--- src/rtl/tt_um_jimktrains_vslc_prefetch.sv ---
// Instruction prefetch between the SPI EEPROM byte reader and the executor.
// Optional same-cycle bypass of an empty FIFO: define VSLC_PREFETCH_PASSTHRU_EN.
module tt_um_jimktrains_vslc_prefetch #(
    parameter int DEPTH  = 4,
    parameter int ADDR_W = 10
) (
    input  logic                       clk,
    input  logic                       rst,
    input  logic                       byte_valid,
    input  logic [7:0]                 byte_data,
    input  logic [15:0]                byte_addr,
    output logic                       instr_valid,
    output logic [7:0]                 instr_data,
    output logic                       instr_last,
    input  logic                       instr_ready,
    output logic [ADDR_W-1:0]          start_addr,
    output logic [ADDR_W-1:0]          end_addr,
    output logic                       hdr_done,
    output logic                       restart_req,
    output logic                       hold_n,
    output logic                       overflow,
    output logic [$clog2(DEPTH):0]     level
);
    localparam int LW = $clog2(DEPTH) + 1;

    typedef enum logic [1:0] {HDR, RUN, DRAIN, RESYNC} state_t;
    state_t state, state_n;

    logic [8:0]    mem [DEPTH];
    logic [LW-1:0] wr_ptr, rd_ptr, cnt, level_n;
    logic [7:0]    data_q;
    logic [8:0]    head;
    logic [15:0]   ext_start, ext_end;
    logic          fifo_empty, fifo_full, byte_last;
    logic          push_req, push, pop, bypass, drop_ovf, restart_n, hold_next;

    assign cnt        = wr_ptr - rd_ptr;
    assign fifo_empty = (cnt == '0);
    assign fifo_full  = (cnt == LW'(DEPTH));
    assign head       = mem[rd_ptr[LW-2:0]];
    assign ext_start  = {{(16-ADDR_W){1'b0}}, start_addr};
    assign ext_end    = {{(16-ADDR_W){1'b0}}, end_addr};
    assign byte_last  = (end_addr != '0) && (byte_addr >= ext_end);

    // A byte the stage wants to keep: program bytes in RUN, or the restart byte in RESYNC.
    assign push_req = byte_valid &&
                      ((state == RUN    && byte_addr > 16'd3) ||
                       (state == RESYNC && byte_addr == ext_start));
    assign pop      = !fifo_empty && instr_ready;

`ifdef VSLC_PREFETCH_PASSTHRU_EN
    assign bypass      = push_req && fifo_empty && instr_ready;
    assign instr_valid = !fifo_empty || bypass;
    assign instr_data  = !fifo_empty ? head[7:0] : (bypass ? byte_data : data_q);
    assign instr_last  = !fifo_empty ? head[8] : (bypass && byte_last);
`else
    assign bypass      = 1'b0;
    assign instr_valid = !fifo_empty;
    assign instr_data  = fifo_empty ? data_q : head[7:0];
    assign instr_last  = !fifo_empty && head[8];
`endif

    assign push     = push_req && !bypass && (!fifo_full || pop);
    assign drop_ovf = push_req && !bypass && fifo_full && !pop;
    assign level_n  = cnt + LW'(push) - LW'(pop);
    assign level    = cnt;

    always_comb begin
        state_n   = state;
        restart_n = 1'b0;
        case (state)
            HDR:    if (byte_valid && byte_addr == 16'd3) state_n = RUN;
            RUN, RESYNC: begin
                if (push && byte_last)        state_n = DRAIN;
                else if (bypass && byte_last) begin
                    state_n   = RESYNC;
                    restart_n = 1'b1;
                end else if (push || bypass)  state_n = RUN;
            end
            DRAIN: if (pop && head[8]) begin
                state_n   = RESYNC;
                restart_n = 1'b1;
            end
            default: state_n = HDR;
        endcase
    end

    // Keep the reader streaming while it runs out to its restart point.
    assign hold_next = (state_n == DRAIN) || (state_n == RESYNC) ||
                       (level_n < LW'(DEPTH - 1));

    always_ff @(posedge clk or posedge rst) begin
        if (rst) begin
            state       <= HDR;
            wr_ptr      <= '0;
            rd_ptr      <= '0;
            data_q      <= '0;
            start_addr  <= '0;
            end_addr    <= '0;
            hdr_done    <= 1'b0;
            restart_req <= 1'b0;
            hold_n      <= 1'b1;
            overflow    <= 1'b0;
        end else begin
            state       <= state_n;
            restart_req <= restart_n;
            hold_n      <= hold_next;
            if (push)     wr_ptr   <= wr_ptr + 1'b1;
            if (pop)      rd_ptr   <= rd_ptr + 1'b1;
            if (drop_ovf) overflow <= 1'b1;
            if (pop)         data_q <= head[7:0];
            else if (bypass) data_q <= byte_data;
            if (state == HDR && byte_valid) begin
                case (byte_addr)
                    16'd0: start_addr[ADDR_W-1:8] <= byte_data[ADDR_W-9:0];
                    16'd1: start_addr[7:0]        <= byte_data;
                    16'd2: end_addr[ADDR_W-1:8]   <= byte_data[ADDR_W-9:0];
                    16'd3: begin
                        end_addr[7:0] <= byte_data;
                        hdr_done      <= 1'b1;
                    end
                    default: ;
                endcase
            end
        end
    end

    always_ff @(posedge clk) begin
        if (push) mem[wr_ptr[LW-2:0]] <= {byte_last, byte_data};
    end
endmodule

--- config.mk ---
export PLATFORM = sky130hd
export DESIGN_NAME = tt_um_jimktrains_vslc_prefetch
export DESIGN_NICKNAME = d
export VERILOG_FILES = /design/src/rtl/tt_um_jimktrains_vslc_prefetch.sv
export SDC_FILE = /design/constraint.sdc
export NUM_CORES = 1
export LEC_CHECK = 0
export CORE_ASPECT_RATIO = 0.75
export CORE_MARGIN = 5
export CORE_UTILIZATION = 47
export DETAILED_ROUTE_END_ITERATION = 7
export GPL_TIMING_DRIVEN = 0
export PLACE_DENSITY = 0.75
export SLEW_MARGIN = 20
export SYNTH_ARGS = -nofsm -noshare
export SYNTH_HDL_FRONTEND = slang
export SYNTH_SLANG_ARGS = --single-unit
--- constraint.sdc ---
create_clock -name clk -period 3.5 [get_ports clk]
set_input_delay 1.05 -clock clk [delete_from_list [all_inputs] [get_ports clk]]
set_output_delay 1.05 -clock clk [all_outputs]
set_load 0.01 [all_outputs]
==> flow_summary.rst, run 1 <==
.. list-table::
   :header-rows: 1

   * - Metric
     - Value
   * - Register-to-Register Setup Slack
     - -20 ps
   * - Placement Rows
     - 27
   * - Leading cell types by count after synthesis
     - 39 x dfrtp_1, 36 x edfxtp_1, 29 x mux2_2
   * - Number of buffer cells added on primary ports
     - 64
   * - Library cell with the largest summed area after synthesis
     - edfxtp_1
   * - Min cycle time layout
     - 3580 ps
   * - Buf/Inv on CP
     - 3
   * - TritonCTS clock tree
     - yes
   * - Critical path class
     - input pin to flop
   * - Global-route wire length before repair
     - 13.8 mm
   * - Per-instance average area after synthesis
     - 14.3 µm²
   * - Register area
     - around 0.0021 mm²
   * - Total detailed-routing wirelength
     - approximately 8.4 mm
   * - Fraction of synthesis flops using an asynchronous set or reset pin
     - 0.526
   * - Worst reg-to-reg path cell count
     - 17
   * - Filler Cells Inserted
     - approximately 570
   * - Series of cell instances along the critical path
     - buf_4 > xnor2_2 > nand3_1 > or4_4 > a21oi_4 > inv_2 > ha_4 > inv_2 > ha_4 > fa_2 > xor2_2 > xnor2_1 > a21oi_1 > a211oi_1 > a21bo_2
   * - Max-cap violations
     - 0
   * - DRC
     - 0
   * - PnR worst setup slack
     - -82.2 ps
   * - Failing checks
     - setup timing
   * - Top area cells in the synthesized netlist
     - edfxtp_1 30%, dfrtp_1 27%, mux2_2 8.9%, ha_1 6.2%, mux4_2 5.6%
   * - Summed instance area of the synthesized netlist
     - 0.00365 mm²
   * - Mux contribution to synthesized area
     - 0.153
   * - Total routing usage reported by global routing
     - 0.186
   * - GRT overflow
     - 0
   * - Vias per cell
     - between 5 and 6
   * - Most frequent cell after synthesis
     - dfrtp_1
   * - Path category of the worst min-delay check
     - flop to flop
   * - Vertical die dimension
     - 86.3 µm
   * - Deepest clock path buffer count
     - 2
   * - Layout overhead on the synthesized area
     - 31.8%
   * - Top fanout value on the critical path
     - 6
   * - Max IR drop VDD
     - 0.000420 V
   * - Hold violation total from the final report
     - 0
   * - Effective utilization at floorplan
     - 0.489
   * - Capture endpoint of the worst hold path
     - overflow
   * - Adder and majority cell fraction of the synthesized area
     - 0.0727
   * - RSZ-0062 raised after global routing
     - true
   * - Area of the core region
     - 0.00747 mm²
   * - Number of global-route vias before repair
     - between 2000 and 3000
   * - Worst EP required
     - 3780 ps
   * - Fraction of the mapped netlist area in compound gates
     - 0.0415
   * - Startpoint of the worst hold path
     - overflow
   * - Arrival time worst endpoint
     - 3860 ps
   * - Xor and xnor fraction of the mapped netlist area
     - 0.0446
   * - Die width
     - ~110 µm
   * - Detailed-placement wirelength estimate
     - 5.90 mm
   * - Distinct cell type count of the synthesized netlist
     - 44
   * - Max H-tree Level
     - 3
   * - Fraction of the mapped netlist area in simple logic gates
     - 0.0915
   * - First-pass iteration count of the detailed router
     - 4
   * - RD Place Congestion
     - approximately 0.8
   * - Status
     - complete, but fails checks
   * - RR Endpoint
     - hold_n
   * - Reported leakage power
     - 0.00195 µW
   * - Worst-skew pair later-pin latency
     - 350 ps
   * - Kind of end point of the critical path
     - flop
   * - Fraction of synthesized cell area taken by the top area cell type
     - 0.296
   * - Number of clock buffers inserted by TritonCTS
     - 9
   * - Number of top-level pins
     - 65
   * - Critical Path Slowest Stage Cell
     - or4_4
   * - Post-Synthesis Net Count
     - 304
   * - Diode insertion count for antenna repair
     - 0
   * - Number of cells produced by synthesis
     - 256
   * - Maximum clock frequency
     - 279 MHz
   * - Worst-path clk slew
     - approximately 80 ps
   * - Combinational family with the most area after synthesis
     - multiplexers
   * - Via count
     - 2376
   * - Number of enable flip-flop cells after synthesis
     - 36
   * - Category of cells accounting for the largest share of critical-path delay
     - adder cells
   * - Number of nets in the layout
     - between 300 and 400
   * - Max stage delay on crit path
     - 570 ps
   * - Mean routed wirelength per cell
     - 18.8 µm
   * - Share of the cycle needed by the critical path after routing
     - 1.02
   * - Layout cell share with drive strength beyond 1
     - 0.352
   * - Worst-case headroom to the max-slew limit
     - 0.569
   * - Post-synthesis register bit count
     - 76
   * - Worst reg2reg startpoint
     - wr_ptr[0]
   * - Clk sink count
     - 76
   * - Setup violators final
     - 1
   * - Primary FF master, synth
     - dfrtp_1
   * - Seq/Total Area, Yosys
     - 0.571
   * - Antenna violation net count after detailed routing
     - 0
   * - Number of cells on the worst hold path
     - 1
   * - Total Negative Setup Slacks
     - -82.2 ps
   * - Area used by multi-input combinational logic
     - between 0.0015 and 0.002 mm²
   * - Worst setup skew after layout
     - 9.58 ps
   * - Area of the die
     - ~0.0096 mm²
   * - Yosys warns
     - 0
   * - Root buffer selected by CTS
     - clkbuf_8
   * - Drt first-iter violations
     - 140
   * - Number of max-slew violations in the final report
     - 0
   * - PnR Total Power
     - 3640 µW
   * - Largest net degree at the start of global routing
     - 27
   * - Slew at the pin with the worst max-slew slack
     - 647 ps
   * - Power per unit of standard cell area
     - 756 mW/mm²
   * - Antenna violations before repair
     - 0
   * - Startpoint kind of the worst setup timing path
     - input pin
==> state kept, by name, summed over array words and instances, names as in the netlist, 2 cells and up <==
register and flops:
mem 36, end_addr 10, start_addr 10, data_q 8
rd_ptr 3, wr_ptr 3, state 2
==> final cells by class <==
| class | count | area share |
|---|---|---|
| Clock buffer | 10 | 0.0265 |
| Timing Repair Buffer | 77 | 0.147 |
| Clock inverter | 6 | 0.0133 |
| Sequential cell | 76 | 0.433 |
| Multi-Input combinational cell | 155 | 0.331 |
| Tap cell | 101 | 0.0263 |
| Buffer | 5 | 0.00728 |
| Inverter | 20 | 0.0156 |
==> report_power, final <==
group	leakage [µW]	switching (µW)	internal [µW]
combinational	0.00106	842	996
sequential	0.000794	78.5	1070
clock	0.0000927	328	330
total	0.00195	1250	2390
==> worst max-delay path by stage <==
| stage | startpoint | to | slack [ps] | cells past startpoint |
|---|---|---|---|---|
| floorplan | byte_addr[12] | hold_n | -360 | 14 |
| global placement | byte_addr[1] | hold_n | -1100 | 15 |
| detailed placement | byte_addr[0] | hold_n | -1170 | 15 |
| CTS | byte_addr[15] | hold_n | -90 | 15 |
| global route | byte_addr[15] | hold_n | -240 | 15 |
| finish | byte_addr[1] | hold_n | -80 | 15 |
==> metrics by stage <==
step / cells / utilization / instance area, µm² / setup slack, ps / hold slack (ps)
final: 450 / 0.645 / 4810 / -82.2 / 470
after global routing: 450 / 0.645 / 4810 / -243 / 498
after CTS: 448 / 0.639 / 4770 / -92.4 / 468
after detailed placement: 422 / 0.595 / 4440 / -1170 / 450
after global placement: 421 / 0.592 / 4420 / -1100 / 445
after floorplan: 256 / - / 3650 / -358 / 443
==> cell families (layout without fill, tap and decap cells) <==
logic type	Yosys count	count (layout)
AO/OA/AOI/OAI	22	22
buffers and inverters	25	118
multiplexers	40	40
AND/OR/NAND/NOR	56	56
flip-flops	76	76
XOR/XNOR	17	17
adder cells (fa/ha/maj)	20	20
==> metal layers <==
metal	up-vias	GRT usage	wire (µm)	share of wire
li1	1112	-	-	-
met1	1183	0.249	3870	0.46
met2	73	0.301	4010	0.48
met3	8	0.0663	513	0.061
met4	0	0.0320	43	0.0051
met5	-	0	0	0
==> layout by cell type (no fill, tap or decap), types with 2 or more instances in the layout <==
master	n
inv_2	4
buf_2	7
dlygate4sd2_1	4
ha_4	2
clkdlybuf4s15_1	3
mux2_4	2
nand3_1	6
and2_2	3
clkbuf_2	3
clkbuf_8	10
dfrtp_1	39
clkinvlp_4	2
xnor2_1	7
ha_1	15
clkdlybuf4s15_2	2
mux2_2	29
and2_1	2
mux4_2	9
nor2_1	3
nor4_1	5
o21ai_0	7
nand2_1	16
or2_2	2
clkinv_2	2
inv_1	16
nand4_1	6
clkdlybuf4s50_1	37
xnor2_2	7
buf_6	4
edfxtp_1	36
buf_4	16
a21oi_1	4
fa_2	2
a21o_1	2
clkbuf_1	2
==> repair_timing <==
action                     in CTS  in global routing
pin swaps                      24                  2
setup endpoints to repair      11                  9
hold buffers                    0                  0
gates cloned                    1                  0
hold endpoints to repair        0                  0
setup buffers                   9                  2
gates resized for setup       111                 14
No activity file was read; power rests on OpenSTA's default activity.
==> inputs of run 2 (changes only) <==
SLEW_MARGIN = 0   (was 20)
clock period = 2.9 ns   (was 3.5 ns; I/O delays follow)
==> run 2 against run 1 <==
  * The run still ends with setup timing left
  * Utilization up 1.7 points
  * Final cell count rose by 2.0%
  * First-iteration DRC count fell by 8.6%
  * Register-to-register slack got worse by 440 ps
  * Global-route usage shrank 0.45 points
  * Critical endpoint unchanged
  * Critical path type unchanged
  * Worst hold slack worse by 11 ps
  * Via count up 3.4%
  * Sequential power rose by 21%
  * Final area is 2.7% higher
==> flow_summary.rst, run 2 (same netlist as run 1, synthesis figures left out) <==
.. list-table::
   :header-rows: 1

   * - Metric
     - Value
   * - Status
     - complete, but fails checks
   * - Failing checks
     - setup timing
   * - Final std cells w/o fill
     - 459 (+2.0%)
   * - Detailed-placement wirelength estimate
     - 5.64 mm (-4.4%)
   * - Vias per cell
     - 5.35 (+1.3%)
   * - Layout cell share with drive strength beyond 1
     - 0.369 (+0.0163)
   * - Max stage delay on crit path
     - 560 ps (about the same)
   * - Worst EP required
     - 3190 ps (-590 ps)
   * - Most frequent cell on the critical path
     - inv_1
   * - Diode insertion count for antenna repair
     - 0 (unchanged)
   * - Drt first-iter violations
     - 128 (-8.6%)
   * - Number of nets in the layout
     - 401 (+2.3%)
   * - Effective utilization at floorplan
     - 0.489 (unchanged)
   * - Critical Path Slowest Stage Cell
     - or4_4
   * - Hold violation total from the final report
     - 0 (unchanged)
   * - Number of clock buffers inserted by TritonCTS
     - 9 (unchanged)
   * - DRC
     - 0 (unchanged)
   * - Register-to-Register Setup Slack
     - -460 ps (-440 ps)
   * - Post-Place Cells
     - 421 (-0.24%)
   * - Mean routed wirelength per cell
     - 18.1 µm (-3.5%)
   * - Startpoint kind of the worst setup timing path
     - input pin
   * - Die width
     - 112 µm (unchanged)
   * - Number of max-slew violations in the final report
     - 0 (unchanged)
   * - Number of top-level pins
     - 65 (unchanged)
   * - Power per unit of standard cell area
     - 985 mW/mm² (+30%)
   * - Kind of end point of the critical path
     - flop
   * - GRT overflow
     - 0 (unchanged)
   * - Total detailed-routing wirelength
     - 8.31 mm (-1.6%)
   * - PnR worst setup slack
     - -541 ps (-458 ps)
   * - Most common library cell in the layout ignoring fill and taps
     - dfrtp_1
   * - Top fanout value on the critical path
     - 3 (-3)
   * - Worst-skew pair later-pin latency
     - 350 ps (about the same)
   * - Min cycle time layout
     - 3440 ps
   * - Largest net degree at the start of global routing
     - 41 (+52%)
   * - Setup violators final
     - 19 (+18)
   * - Category of cells accounting for the largest share of critical-path delay
     - adder cells
   * - Number of buffer cells added on primary ports
     - 64 (unchanged)
   * - Vertical die dimension
     - 86.3 µm (unchanged)
   * - Antenna violation net count after detailed routing
     - 0 (unchanged)
   * - Series of cell instances along the critical path
     - clkdlybuf4s15_2 > xnor2_2 > nand3_1 > or4_4 > a21oi_4 > inv_1 > ha_1 > inv_1 > ha_2 > fa_2 > xor2_1 > xnor2_1 > a21oi_1 > a211oi_1 > a21bo_2
   * - Total routing usage reported by global routing
     - 0.182 (-0.00447)
   * - Placement Rows
     - 27 (unchanged)
   * - Deepest clock path buffer count
     - 2 (unchanged)
   * - Maximum clock frequency
     - 291 MHz
   * - Worst setup skew after layout
     - 10.3 ps (+0.713 ps)
   * - Area of the core region
     - 0.00747 mm² (unchanged)
   * - Clk sink count
     - 76 (unchanged)
   * - Share of the cycle needed by the critical path after routing
     - 1.19
   * - Max H-tree Level
     - 3 (unchanged)
   * - Max IR drop VDD
     - 0.000667 V (+59%)
   * - First-pass iteration count of the detailed router
     - 4 (unchanged)
   * - Via count
     - 2456 (+3.4%)
   * - RD Place Congestion
     - 0.793 (-0.60%)
   * - Buf/Inv on CP
     - 3 (unchanged)
   * - Slew at the pin with the worst max-slew slack
     - 1100 ps (+458 ps)
   * - TritonCTS clock tree
     - yes
   * - Worst-case headroom to the max-slew limit
     - 0.264 (-0.305)
   * - Area used by multi-input combinational logic
     - 0.00159 mm² (-0.31%)
   * - Root buffer selected by CTS
     - clkbuf_8
   * - Path category of the worst min-delay check
     - flop to flop
   * - Commonest non-fill, non-tap cells in the layout
     - 39 x dfrtp_1, 36 x edfxtp_1, 35 x clkdlybuf4s50_1, 22 x buf_6, 21 x mux2_2
   * - Global-route wire length before repair
     - 13.5 mm (-1.9%)
   * - Largest register FFs
     - 36 (unchanged)
   * - Max-cap violations
     - 0 (unchanged)
   * - Register area
     - 0.00208 mm² (unchanged)
   * - Area of the die
     - 0.00965 mm² (unchanged)
   * - Antenna violations before repair
     - 0 (unchanged)
   * - Number of global-route vias before repair
     - 2573 (-1.9%)
   * - Total Negative Setup Slacks
     - -3300 ps (-3220 ps)
   * - Worst-path clk slew
     - 80 ps (about the same)
   * - RSZ-0062 raised after global routing
     - true
   * - Filler Cells Inserted
     - 555 (-2.5%)
   * - CTS Hold Bufs
     - 0 (unchanged)
   * - Arrival time worst endpoint
     - 3730 ps (-130 ps)
   * - Reported leakage power
     - 0.00206 µW (+5.5%)
   * - Layout overhead on the synthesized area
     - 35.4%
   * - Critical path class
     - input pin to flop
==> run 2: what timing repair did <==
action | CTS | global route
gates cloned | 1 | 0
setup endpoints to repair | 53 | 23
pin swaps | 20 | 17
gates resized for setup | 132 | 22
buffers inserted | 17 | 7
==> run 2: cell type report <==
type	count	area share
multi-input cells	155	0.322
clock buffers	9	0.0251
inverters	20	0.0152
repair buffers	88	0.172
clock inverters	7	0.0152
flip-flops and latches	76	0.422
plain buffers	3	0.00380
well taps	101	0.0256
==> run 2: where the power goes <==
group	leakage, µW	internal, µW	switching, µW
clock network	0.000104	402	411
registers	0.000794	1290	96.5
logic	0.00116	1570	1100
==> run 2: per-stage QoR <==
stage	hold WS (ps)	power [µW]	instance area, µm²	utilization	setup slack [ps]
finish	459	4870	4940	0.662	-541
global route	489	5180	4940	0.662	-644
CTS	464	4800	4890	0.655	-630
detailed placement	447	3330	4420	0.592	-1590
global placement	446	3270	4420	0.592	-1540
floorplan	443	2590	3650	-	-778
==> run 2: layer usage <==
| metal | global-route usage | up-vias | wire length [µm] |
|---|---|---|---|
| met1 | 0.241 | 1234 | 3640 |
| met3 | 0.0726 | 10 | 667 |
| met4 | 0.0442 | 0 | 82 |
| met5 | 0 | - | 0 |
| li1 | - | 1134 | - |
| met2 | 0.283 | 78 | 3920 |
==> run 2: path summary, 6_finish.rpt <==
path | startpoint | to | cells past startpoint
min | overflow | overflow | 1
min in group asynchronous | rst | start_addr[0] | 2
max | byte_addr[6] | hold_n | 15
max in group asynchronous | rst | start_addr[5] | 2
min reg2reg | overflow | overflow | 1
max reg2reg | rd_ptr[0] | hold_n | 16
